`src/rtl/chess_pkg.sv`:
```
// Shared piece encoding and board geometry for the position stream transmitter and its receivers.
package chess_pkg;

  localparam int NUM_SQUARES = 64;
  localparam int PIECE_W     = 4;

  typedef logic [PIECE_W-1:0] piece_t;
  typedef logic [5:0]         rankfile_t;

  localparam piece_t EMPTY  = 4'h0;
  localparam piece_t PAWN   = 4'h1;
  localparam piece_t KNIGHT = 4'h2;
  localparam piece_t BISHOP = 4'h3;
  localparam piece_t ROOK   = 4'h4;
  localparam piece_t QUEEN  = 4'h5;
  localparam piece_t KING   = 4'h6;
  localparam piece_t BLACK  = 4'h8;

  // Square index is rank*8+file; ranks 0/1 are white, ranks 6/7 black.
  function automatic piece_t initial_square(input rankfile_t sq);
    piece_t back;
    case (sq[2:0])
      3'd0, 3'd7: back = ROOK;
      3'd1, 3'd6: back = KNIGHT;
      3'd2, 3'd5: back = BISHOP;
      3'd3:       back = QUEEN;
      default:    back = KING;
    endcase
    case (sq[5:3])
      3'd0:    return back;
      3'd1:    return PAWN;
      3'd6:    return BLACK | PAWN;
      3'd7:    return BLACK | back;
      default: return EMPTY;
    endcase
  endfunction

endpackage

```
`src/rtl/movegen_position_tx.sv`:
```
// Board image plus snapshot, streamed as 64 nibble beats (sop on square 0, eop on square 63)
// under valid/ready flow control.
module movegen_position_tx
  import chess_pkg::*;
(
  input  logic               clk,
  input  logic               rst,
  input  logic               wr_en,
  input  logic [5:0]         wr_rankfile,
  input  logic [PIECE_W-1:0] wr_piece,
  input  logic               clear,
  input  logic               load_initial,
  input  logic               start,
  output logic               busy,
  output logic               out_pos_valid,
  output logic [PIECE_W-1:0] out_pos_data,
  output logic               out_pos_sop,
  output logic               out_pos_eop,
  input  logic               out_pos_ready
);

  typedef enum logic {IDLE, SEND} state_t;

  state_t    state;
  rankfile_t cnt;
  piece_t    board      [NUM_SQUARES];
  piece_t    board_nxt  [NUM_SQUARES];
  piece_t    snapshot   [NUM_SQUARES];

  logic accept;
  logic take_snapshot;

  // The snapshot is taken from board_nxt so same-cycle host updates are included.
  always_comb begin
    board_nxt = board;
    if (clear) begin
      for (int i = 0; i < NUM_SQUARES; i++) board_nxt[i] = EMPTY;
    end else if (load_initial) begin
      for (int i = 0; i < NUM_SQUARES; i++) board_nxt[i] = initial_square(rankfile_t'(i));
    end else if (wr_en) begin
      board_nxt[wr_rankfile] = wr_piece;
    end
  end

  assign accept        = out_pos_valid && out_pos_ready;
  assign take_snapshot = start && ((state == IDLE) || (accept && cnt == 6'd63));

  always_ff @(posedge clk or posedge rst) begin
    if (rst) begin
      state         <= IDLE;
      cnt           <= '0;
      busy          <= 1'b0;
      out_pos_valid <= 1'b0;
      out_pos_data  <= '0;
      out_pos_sop   <= 1'b0;
      out_pos_eop   <= 1'b0;
      for (int i = 0; i < NUM_SQUARES; i++) begin
        board[i]    <= EMPTY;
        snapshot[i] <= EMPTY;
      end
    end else begin
      board <= board_nxt;
      if (take_snapshot) begin
        snapshot      <= board_nxt;
        state         <= SEND;
        cnt           <= '0;
        busy          <= 1'b1;
        out_pos_valid <= 1'b1;
        out_pos_data  <= board_nxt[0];
        out_pos_sop   <= 1'b1;
        out_pos_eop   <= 1'b0;
      end else if (state == SEND && accept) begin
        if (cnt == 6'd63) begin
          state         <= IDLE;
          cnt           <= '0;
          busy          <= 1'b0;
          out_pos_valid <= 1'b0;
          out_pos_data  <= '0;
          out_pos_sop   <= 1'b0;
          out_pos_eop   <= 1'b0;
        end else begin
          cnt          <= cnt + 6'd1;
          out_pos_data <= snapshot[cnt + 6'd1];
          out_pos_sop  <= 1'b0;
          out_pos_eop  <= (cnt == 6'd62);
        end
      end
    end
  end

endmodule

```
`config.mk`:
```
export PLATFORM = sky130hd
export DESIGN_NAME = movegen_position_tx
export DESIGN_NICKNAME = d
export VERILOG_FILES = /design/src/rtl/chess_pkg.sv /design/src/rtl/movegen_position_tx.sv
export SDC_FILE = /design/constraint.sdc
export NUM_CORES = 1
export LEC_CHECK = 0
export CORE_MARGIN = 1
export CORE_UTILIZATION = 26
export DETAILED_ROUTE_END_ITERATION = 7
export PLACE_DENSITY = 0.37
export SETUP_SLACK_MARGIN = 0.4
export SLEW_MARGIN = 25
export SYNTH_ARGS = -nofsm -noshare
export SYNTH_HDL_FRONTEND = slang
export SYNTH_SLANG_ARGS = --single-unit
```
`constraint.sdc`:
```
create_clock -name clk -period 29.7 [get_ports clk]
set_clock_uncertainty 0.05 [all_clocks]
set_input_delay 5.94 -clock clk [delete_from_list [all_inputs] [get_ports clk]]
set_output_delay 5.94 -clock clk [all_outputs]
set_load 0.05 [all_outputs]
```
==> load_flow_metrics.sql, run 1 <==
INSERT INTO impl_metrics (metric_group, metric, value, unit) VALUES
('outcome', 'run_status', 'finished clean', ''),
('detailed_routing', 'drt-pass1-iter-count', '5', ''),
('cells_and_area', 'nFillCells', '9058', ''),
('placement', 'final_replace_weighted_congestion', '0.739', ''),
('cells_and_area', 'post_route_cells_drive_above_1_share', '12.3', '%'),
('setup_path', 'cp-end-kind', 'flip-flop', ''),
('synth', 'post_synth_instance_area', '23200', 'um2'),
('die', 'pin_count', '25', ''),
('cells_and_area', 'nets', '2052', ''),
('cts', 'cts_buffers', '61', ''),
('job', 'number_of_violations_of_the_max_capacitance_limit', '0', ''),
('detailed_routing', 'detail_route.wirelength', '68700', 'um'),
('synth', 'synth.top_cells.by_area', 'dfrtp_1 57%, mux2i_1 9.5%, nand2_1 7.4%', ''),
('cts', 'ctsHtreeMaxLevel', '2', ''),
('die', 'num_rows', '109', ''),
('global_routing', 'pin_count_of_the_biggest_net_entering_global_routing', '236', ''),
('placement', 'portBuffers', '24', ''),
('detailed_routing', 'num_vias', '15500', ''),
('cells_and_area', 'antennaDiodeCount', '0', ''),
('die', 'die-area', '90300', 'um2'),
('placement', 'post_dp_cell_area', '24500', 'um2'),
('setup_path', 'startpoint_type', 'input port', ''),
('cts', 'cts_tree', 'yes', ''),
('global_routing', 'antenna_found_initial', '2', ''),
('synth', 'async_reset_ff_share', '100', '%'),
('timing', 'period_minus_slack', '8.58', 'ns'),
('timing', 'fmax', '117', 'MHz'),
('setup_path', 'worstPathArrival', '9.05', 'ns'),
('synth', 'synth.avg_cell_area', '11.1', 'um2'),
('cts', 'cts_max_path_buffers', '3', ''),
('cts', 'clk-insertion-delay-late', '0.62', 'ns'),
('synth', 'synth.most_common_cell', 'dfrtp_1', ''),
('detailed_routing', 'antenna_violating_nets_left', '0', ''),
('synth', 'synthesis.nets', '2101', ''),
('detailed_routing', 'route.detailed.vias_per_inst', '4.78', ''),
('global_routing', 'gr-total-overflow', '0', ''),
('timing', 'rsz_0062_raised_after_global_routing', 'no', ''),
('timing', 'slew_viol_final', '0', ''),
('cts', 'path_clk_slew', '0.06', 'ns'),
('cells_and_area', 'area_growth_syn_to_layout', '14.9', '%'),
('die', 'initial_utilization', '26.2', '%'),
('timing', 'slew_headroom', '26.7', '%'),
('detailed_routing', 'remaining_drc_errors', '0', ''),
('die', 'core_region_area', '88200', 'um2'),
('synth', 'ys_seq_area_share', '56.7', '%'),
('placement', 'hpwlAfterDp', '39300', 'um'),
('synth', 'post_synth_inst_count', '2082', ''),
('power_and_ir_drop', 'power.density_cell_area', '63.7', 'nW/um2'),
('synth', 'yosys.area.top_type_share', '56.7', '%'),
('setup_path', 'crit_path_max_fanout', '162', ''),
('synth', 'number_of_enable_flip_flop_cells_after_synthesis', '0', ''),
('timing', 'final_setup_fails', '0', ''),
('cts', 'post_cts_resized', '0', ''),
('global_routing', 'globalRouteTotalUtil', '15.5', '%'),
('cts', 'clock-sinks', '525', ''),
('synth', 'synth.ff_latch_count', '525', ''),
('die', 'die_x', '300', 'um'),
('detailed_routing', 'first_drt_iteration_drcs', '920', ''),
('cts', 'cts.hold.buffers_added', '0', ''),
('global_routing', 'first_pass_grt_wire_length', '106000', 'um'),
('setup_path', 'critical_path_required', '30.17', 'ns'),
('timing', 'setup-tns-final', '0', 'ns'),
('synth', 'post_synth_num_cell_types', '50', ''),
('global_routing', 'vias_in_the_first_global_route', '16000', ''),
('cells_and_area', 'design_area', '26600', 'um2'),
('power_and_ir_drop', 'max-vdd-ir-drop', '44.7', 'uV'),
('setup_path', 'worst-setup-path-type', 'input port to flip-flop', ''),
('timing', 'final_clock_period_utilization_by_the_worst_path', '28.9', '%'),
('synth', 'synthDominantAreaCellType', 'dfrtp_1', ''),
('synth', 'ys_warn_count', '0', ''),
('detailed_routing', 'route.detailed.wl_per_inst', '21.2', 'um'),
('die', 'floorplan.die.height', '300', 'um'),
('power_and_ir_drop', 'p_leak', '12.1', 'nW'),
('cts', 'post_cts_buffers', '0', ''),
('cts', 'clock_tree_root_driver_cell', 'clkbuf_16', ''),
('synth', 'synth.top_cells.by_count', '525 x dfrtp_1, 458 x nand2_1, 219 x mux2i_1', ''),
('synth', 'postSynth.topFlopCell', 'dfrtp_1', ''),
('timing', 'finalHoldViolCount', '0', ''),
('timing', 'worst-slew-pin-transition', '1.10', 'ns'),
('hold_path', 'worst_hold_path_type', 'flip-flop to flip-flop', '');
==> flip-flops by register name, indices dropped and copies added, names as in the netlist <==
signal        count
board           256
snapshot        256
cnt               6
out_pos_data      4
out_pos_eop       1
out_pos_sop       1
state             1
==> through the flow <==
step | util (%) | setup WS [ns] | cells | hold WS (ns) | total power [W]
after floorplan | - | 9.04 | 2082 | 0.390 | 0.000873
after global placement | 27.7 | 20.55 | 3132 | 0.404 | 0.000951
after detailed placement | 27.8 | 20.46 | 3133 | 0.412 | 0.000952
after CTS | 30.1 | 21.14 | 3244 | 0.427 | 0.00172
after global routing | 30.1 | 20.93 | 3246 | 0.444 | 0.00176
final | 30.1 | 21.12 | 3246 | 0.420 | 0.00169
==> routing by layer <==
metal	part of all wire (%)	track usage, %	vias to the layer above
met5	0	0	-
met4	1.8	3.61	0
met3	3.8	2.17	77
met2	45	23.8	265
met1	49	23.1	8077
li1	-	-	7111
==> critical path, cell delays in order <==
cell and delay, ns:
clkdlybuf4s50_1 0.59, a31oi_1 0.42, nand2b_4 0.74, buf_12 0.38, buf_16 0.52, nand2_1 0.13, o31ai_1 0.09
==> final cells by class <==
| cell class | instances | area [um2] | area share (%) |
|---|---|---|---|
| Clock buffer | 93 | 1850 | 6.95 |
| Sequential cell | 525 | 13100 | 49.4 |
| Tap cell | 1165 | 1460 | 5.48 |
| Timing Repair Buffer | 59 | 602 | 2.26 |
| Clock inverter | 18 | 174 | 0.654 |
| Multi-Input combinational cell | 1381 | 9350 | 35.1 |
| Inverter | 5 | 26.3 | 0.0988 |
==> path summary, 6_finish.rpt <==
check	slack (ns)	to	cells after the start	from
hold / removal	0.42	snapshot[183]	2	snapshot[183]
min in group asynchronous	5.81	board[88]	2	rst
setup reg to reg	26.00	out_pos_data[1]	8	cnt[0]
hold reg to reg	0.42	snapshot[183]	2	snapshot[183]
setup / recovery	21.12	snapshot[176]	7	out_pos_ready
max in group asynchronous	22.34	board[152]	3	rst
==> logic make-up after synthesis <==
kind of cell	after synthesis	share of synthesized area, %
AO/OA/AOI/OAI	291	8.22
flip-flops	525	56.7
adder cells (fa/ha/maj)	2	0.108
multiplexers	333	18.5
AND/OR/NAND/NOR	748	13.0
buffers and inverters	176	3.18
XOR/XNOR	7	0.297
==> where the power goes <==
group	internal, W	switching [W]
logic	0.0000608	0.000137
clock network	0.000451	0.000309
registers	0.000725	0.0000102
==> layout by cell type (no fill, tap or decap), types with 3 or more instances in the layout <==
cell,count
clkbuf_1,14
nand3b_1,3
buf_4,29
inv_1,3
and3b_1,3
clkinv_2,12
clkdlybuf4s50_1,19
nand3_1,37
a22oi_1,3
nand2_1,458
o31ai_1,146
xor2_1,3
a21oi_1,95
o21ai_0,24
clkbuf_8,16
bufinv_16,3
mux4_2,71
mux2_1,13
nor2_1,208
nor2_2,4
nand2b_1,4
mux2i_1,219
clkbuf_16,63
a22o_1,4
a211oi_1,8
mux2_2,30
nor2b_1,10
buf_12,5
buf_6,3
a311o_1,3
nand4_1,3
dfrtp_1,524
(Power assumes the default switching activity.)
==> run 2: changes to the inputs <==
Settings changed: PLACE_DENSITY 0.37 to 0.38.
Clock period 29.7 ns to 7.77 ns, I/O delays scaled along.
==> load_flow_metrics.sql, run 2 (synthesized netlist as in run 1, its figures left out) <==
INSERT INTO impl_metrics (metric_group, metric, value, unit) VALUES
('outcome', 'run_status', 'finished clean', ''),
('cts', 'clock_tree_root_driver_cell', 'clkbuf_16', ''),
('cells_and_area', 'final_standard_cell_utilization_of_the_core', '30.1', '%'),
('die', 'core_region_area', '88200', 'um2'),
('timing', 'fmax', '231', 'MHz'),
('timing', 'fin_ws', '3.44', 'ns'),
('timing', 'finalHoldViolCount', '0', ''),
('detailed_routing', 'route.detailed.wl_per_inst', '21.5', 'um'),
('timing', 'slew_viol_final', '0', ''),
('setup_path', 'worst-setup-path-type', 'flip-flop to flip-flop', ''),
('die', 'die-area', '90300', 'um2'),
('die', 'pin_count', '25', ''),
('setup_path', 'crit_path_max_fanout', '48', ''),
('global_routing', 'antenna_found_initial', '1', ''),
('die', 'num_rows', '109', ''),
('cts', 'path_clk_slew', '0.06', 'ns'),
('global_routing', 'gr-total-overflow', '0', ''),
('cells_and_area', 'area_growth_syn_to_layout', '14.6', '%'),
('global_routing', 'globalRouteTotalUtil', '15.7', '%'),
('cells_and_area', 'layout.cells.most_common', 'dfrtp_1', ''),
('die', 'initial_utilization', '26.2', '%'),
('cells_and_area', 'layout_top_registers', 'board: 256 flops, snapshot: 256 flops, cnt: 6 flops', ''),
('placement', 'place_inst', '3130', ''),
('timing', 'worst-slew-pin-transition', '1.06', 'ns'),
('timing', 'slew_headroom', '28.6', '%'),
('cells_and_area', 'mostFrequentLayoutCells', '524 x dfrtp_1, 458 x nand2_1, 219 x mux2i_1', ''),
('global_routing', 'vias_in_the_first_global_route', '15900', ''),
('cts', 'cts.hold.buffers_added', '0', ''),
('placement', 'final_replace_weighted_congestion', '0.786', ''),
('global_routing', 'first_pass_grt_wire_length', '107000', 'um'),
('setup_path', 'critical_path_required', '8.23', 'ns'),
('global_routing', 'pin_count_of_the_biggest_net_entering_global_routing', '159', ''),
('setup_path', 'startpoint_type', 'flip-flop', ''),
('placement', 'portBuffers', '24', ''),
('cts', 'cts_tree', 'yes', ''),
('detailed_routing', 'detail_route.wirelength', '69800', 'um'),
('detailed_routing', 'drt-pass1-iter-count', '5', ''),
('timing', 'period_minus_slack', '4.33', 'ns'),
('cts', 'clock-sinks', '525', ''),
('placement', 'hpwlAfterDp', '40900', 'um'),
('die', 'die_x', '300', 'um'),
('placement', 'dp_slack', '2.86', 'ns'),
('setup_path', 'cp-end-kind', 'flip-flop', ''),
('power_and_ir_drop', 'max-vdd-ir-drop', '180', 'uV'),
('hold_path', 'worst_hold_path_type', 'flip-flop to flip-flop', ''),
('cells_and_area', 'stdcell_count', '3243', ''),
('cts', 'cts_max_path_buffers', '3', ''),
('job', 'number_of_violations_of_the_max_capacitance_limit', '0', ''),
('cells_and_area', 'post_route_cells_drive_above_1_share', '12.2', '%'),
('timing', 'setup-tns-final', '0', 'ns'),
('cts', 'clk-insertion-delay-late', '0.63', 'ns'),
('cells_and_area', 'nets', '2046', ''),
('cts', 'post_cts_resized', '0', ''),
('detailed_routing', 'num_vias', '15600', ''),
('detailed_routing', 'antenna_violating_nets_left', '0', ''),
('timing', 'rsz_0062_raised_after_global_routing', 'no', ''),
('timing', 'final_setup_fails', '0', ''),
('cts', 'ctsHtreeMaxLevel', '2', ''),
('cts', 'post_cts_buffers', '0', ''),
('detailed_routing', 'first_drt_iteration_drcs', '1211', ''),
('detailed_routing', 'remaining_drc_errors', '0', ''),
('setup_path', 'worstPathArrival', '4.79', 'ns'),
('die', 'floorplan.die.height', '300', 'um'),
('detailed_routing', 'route.detailed.vias_per_inst', '4.81', ''),
('timing', 'final_clock_period_utilization_by_the_worst_path', '55.7', '%'),
('power_and_ir_drop', 'power.density_cell_area', '245', 'nW/um2'),
('cts', 'cts_buffers', '59', ''),
('power_and_ir_drop', 'fin_total_pwr', '0.00649', 'W'),
('power_and_ir_drop', 'p_leak', '12.1', 'nW');
-- run 2: area by class of cell --
type	count	area, um2
Fill cell	9041	61700
Sequential cell	525	13100
Multi-Input combinational cell	1381	9340
Clock buffer	88	1780
Tap cell	1165	1460
Timing Repair Buffer	55	541
Clock inverter	23	255
Inverter	5	22.5
Antenna cell	1	2.50
-- run 2: layer usage --
layer	global-route usage, %	routed length, um
met4	4.23	1600
met5	0	0
met2	23.2	30000
met3	2.97	3620
met1	23.4	34500
-- run 2: power breakdown --
group	switching, W	internal, W
clock network	0.00117	0.00174
registers	0.0000569	0.00277
logic	0.000519	0.000233
total	0.00174	0.00475
-- run 2: final timing paths --
kind                                from              end  slack, ns  cells past startpoint
min                        snapshot[130]    snapshot[130]       0.42                      2
min in group asynchronous            rst           cnt[5]       1.34                      2
max                               cnt[0]  out_pos_data[1]       3.44                      7
max reg2reg                       cnt[0]  out_pos_data[1]       3.44                      7
min reg2reg                snapshot[130]    snapshot[130]       0.42                      2
max in group asynchronous            rst    snapshot[180]       5.05                      3
-- run 2: per-stage QoR --
stage | cell area (um2) | hold slack (ns)
global route | 26500 | 0.435
CTS | 26500 | 0.422
floorplan | 23200 | 0.390
detailed placement | 24500 | 0.408
finish | 26500 | 0.419
global placement | 24500 | 0.403
-- run 2: worst max-delay path, stage by stage (launching register included) --
cell and delay [ns]:
dfrtp_4 0.93, inv_1 0.33, ha_4 0.57, buf_4 0.81, mux4_2 0.46, mux2i_1 0.54
nand3_1 0.16, a311o_1 0.29
==> run 3: changes to the inputs <==
Settings changed: PLACE_DENSITY 0.38 to 0.37.
Clock period 7.77 ns to 4.14 ns, I/O delays scaled along.
==> load_flow_metrics.sql, run 3 (synthesized netlist as in run 1, its figures left out) <==
INSERT INTO impl_metrics (metric_group, metric, value, unit) VALUES
('cells_and_area', 'layout.cells.most_common', 'dfrtp_1', ''),
('timing', 'slew_viol_final', '0', ''),
('placement', 'final_replace_weighted_congestion', '0.758', ''),
('cells_and_area', 'layout_top_registers', 'board: 256 flops, snapshot: 256 flops, cnt: 6 flops', ''),
('timing', 'final_clock_period_utilization_by_the_worst_path', '83.9', '%'),
('timing', 'final_setup_fails', '0', ''),
('setup_path', 'cp-end-kind', 'flip-flop', ''),
('hold_path', 'hold_start', 'snapshot[252]', ''),
('timing', 'rsz_0062_raised_after_global_routing', 'no', ''),
('cells_and_area', 'mostFrequentLayoutCells', '524 x dfrtp_1, 458 x nand2_1, 219 x mux2i_1', ''),
('setup_path', 'critical_path.max_stage_delay', '0.78', 'ns'),
('die', 'core_region_area', '88200', 'um2'),
('global_routing', 'pin_count_of_the_biggest_net_entering_global_routing', '158', ''),
('cts', 'ctsHtreeMaxLevel', '3', ''),
('hold_path', 'worst_hold_path_type', 'flip-flop to flip-flop', ''),
('timing', 'fmax', '288', 'MHz'),
('hold_path', 'worstHoldEndpoint', 'snapshot[252]', ''),
('cells_and_area', 'nFillCells', '8974', ''),
('detailed_routing', 'route.detailed.wl_per_inst', '21.7', 'um'),
('detailed_routing', 'remaining_drc_errors', '0', ''),
('cells_and_area', 'final_standard_cell_utilization_of_the_core', '30.9', '%'),
('cells_and_area', 'multi_input_area', '9360', 'um2'),
('cts', 'clock_tree_root_driver_cell', 'clkbuf_16', ''),
('cts', 'cts.hold.buffers_added', '0', ''),
('detailed_routing', 'num_vias', '15600', ''),
('power_and_ir_drop', 'power.density_cell_area', '469', 'nW/um2'),
('power_and_ir_drop', 'p_leak', '12.5', 'nW'),
('setup_path', 'crit_slowest_cell', 'clkdlybuf4s50_1', ''),
('placement', 'place_inst', '3169', ''),
('global_routing', 'first_pass_grt_wire_length', '110000', 'um'),
('power_and_ir_drop', 'max-vdd-ir-drop', '248', 'uV'),
('hold_path', 'cell_count_of_the_worst_hold_path', '2', ''),
('die', 'die-area', '90300', 'um2'),
('placement', 'hpwlAfterDp', '43800', 'um'),
('setup_path', 'r2r_cells', '8', ''),
('cts', 'cts_buffers', '66', ''),
('cells_and_area', 'post_route_cells_drive_above_1_share', '13.8', '%'),
('global_routing', 'globalRouteTotalUtil', '16.2', '%'),
('die', 'num_rows', '109', ''),
('die', 'die_x', '300', 'um'),
('cts', 'cts_tree', 'yes', ''),
('timing', 'worst-slew-pin-transition', '1.04', 'ns'),
('setup_path', 'startpoint_type', 'input port', ''),
('setup_path', 'critical_path_required', '4.57', 'ns'),
('setup_path', 'worst-setup-path-type', 'input port to flip-flop', ''),
('die', 'floorplan.die.height', '300', 'um'),
('setup_path', 'reg2reg_from', 'cnt[0]', ''),
('cts', 'clock-sinks', '525', ''),
('global_routing', 'gr-total-overflow', '0', ''),
('setup_path', 'rrSetupSlack', '0.73', 'ns'),
('die', 'pin_count', '25', ''),
('global_routing', 'antenna_found_initial', '0', ''),
('setup_path', 'crit-reg2reg-capture', 'out_pos_data[3]', ''),
('placement', 'portBuffers', '24', ''),
('cells_and_area', 'stdcell_count', '3283', ''),
('detailed_routing', 'drt-pass1-iter-count', '6', ''),
('setup_path', 'worstPathArrival', '3.90', 'ns'),
('cts', 'path_clk_slew', '0.06', 'ns'),
('die', 'initial_utilization', '26.2', '%'),
('timing', 'slew_headroom', '30.2', '%'),
('cells_and_area', 'nets', '2091', ''),
('detailed_routing', 'first_drt_iteration_drcs', '894', ''),
('cts', 'cts_max_path_buffers', '3', ''),
('timing', 'setup-tns-final', '0', 'ns'),
('timing', 'finalHoldViolCount', '0', ''),
('detailed_routing', 'antenna_violating_nets_left', '0', ''),
('job', 'number_of_violations_of_the_max_capacitance_limit', '0', ''),
('detailed_routing', 'detail_route.wirelength', '71200', 'um'),
('outcome', 'run_status', 'finished clean', ''),
('setup_path', 'crit_chain', 'clkdlybuf4s50_1, nor2b_1, nand3_1, nor2_1, mux2i_1, a21oi_1, mux2_1', ''),
('setup_path', 'crit_path_max_fanout', '12', ''),
('cells_and_area', 'area_growth_syn_to_layout', '17.6', '%'),
('detailed_routing', 'route.detailed.vias_per_inst', '4.75', ''),
('cells_and_area', 'seqCellArea', '13100', 'um2'),
('timing', 'period_minus_slack', '3.47', 'ns'),
('global_routing', 'vias_in_the_first_global_route', '16300', ''),
('cts', 'clk-insertion-delay-late', '0.60', 'ns');
run 3: worst max-delay path by stage:
| stage | startpoint | to | slack (ns) | cells past startpoint |
|---|---|---|---|---|
| 3_3_place_gp | wr_rankfile[4] | out_pos_data[2] | -0.03 | 8 |
| 5_1_grt | wr_rankfile[2] | snapshot[40] | 0.49 | 7 |
| 2_1_floorplan | rst | board[0] | -3.87 | 1 |
| 4_1_cts | wr_rankfile[4] | out_pos_data[2] | 0.63 | 8 |
| 3_5_place_dp | wr_rankfile[4] | out_pos_data[2] | -0.007 | 8 |
| 6_report | wr_rankfile[2] | snapshot[40] | 0.67 | 7 |
run 3: repair_timing:
item                       CTS  global route
setup endpoints to repair    0             1
hold endpoints to repair     0             0
resized for setup            0             1
buffers inserted             0             0
run 3: critical path: cells and delay by family:
kind	cells	cell delay, ns
compound gates	1	0.11
buf+inv	1	0.78
mux	2	0.58
simple gates	3	1.58
run 3: cell type report:
type                            instances  share of cell area [%]
Multi-Input combinational cell       1381                    34.4
Clock buffer                          101                    7.41
Tap cell                             1165                    5.35
Antenna cell                            1                 0.00919
Timing Repair Buffer                   93                    3.74
Sequential cell                       525                    48.3
Inverter                                5                  0.0827
Clock inverter                         12                   0.809
run 3: metal layers:
layer | GRT usage (%) | routed length [um] | vias to the layer above
met1 | 23.5 | 35200 | 8101
met4 | 3.58 | 1300 | 0
met2 | 25.1 | 32500 | 216
met3 | 2.73 | 2240 | 85
li1 | - | - | 7206
met5 | 0 | 0 | -
run 3: per-stage QoR:
step           hold slack, ns  setup slack, ns  area (um2)  power, W
6_report                0.419            0.665       27200    0.0128
3_3_place_gp            0.403          -0.0338       25000   0.00691
2_1_floorplan           0.390            -3.87       23200   0.00626
3_5_place_dp            0.407         -0.00717       25000   0.00692
5_1_grt                 0.434            0.494       27200    0.0133
4_1_cts                 0.423            0.634       27200    0.0130
run 3: power breakdown:
group | switching (W) | internal (W)
clock | 0.00226 | 0.00371
combinational | 0.00100 | 0.000493
sequential | 0.0000915 | 0.00520
total | 0.00335 | 0.00941
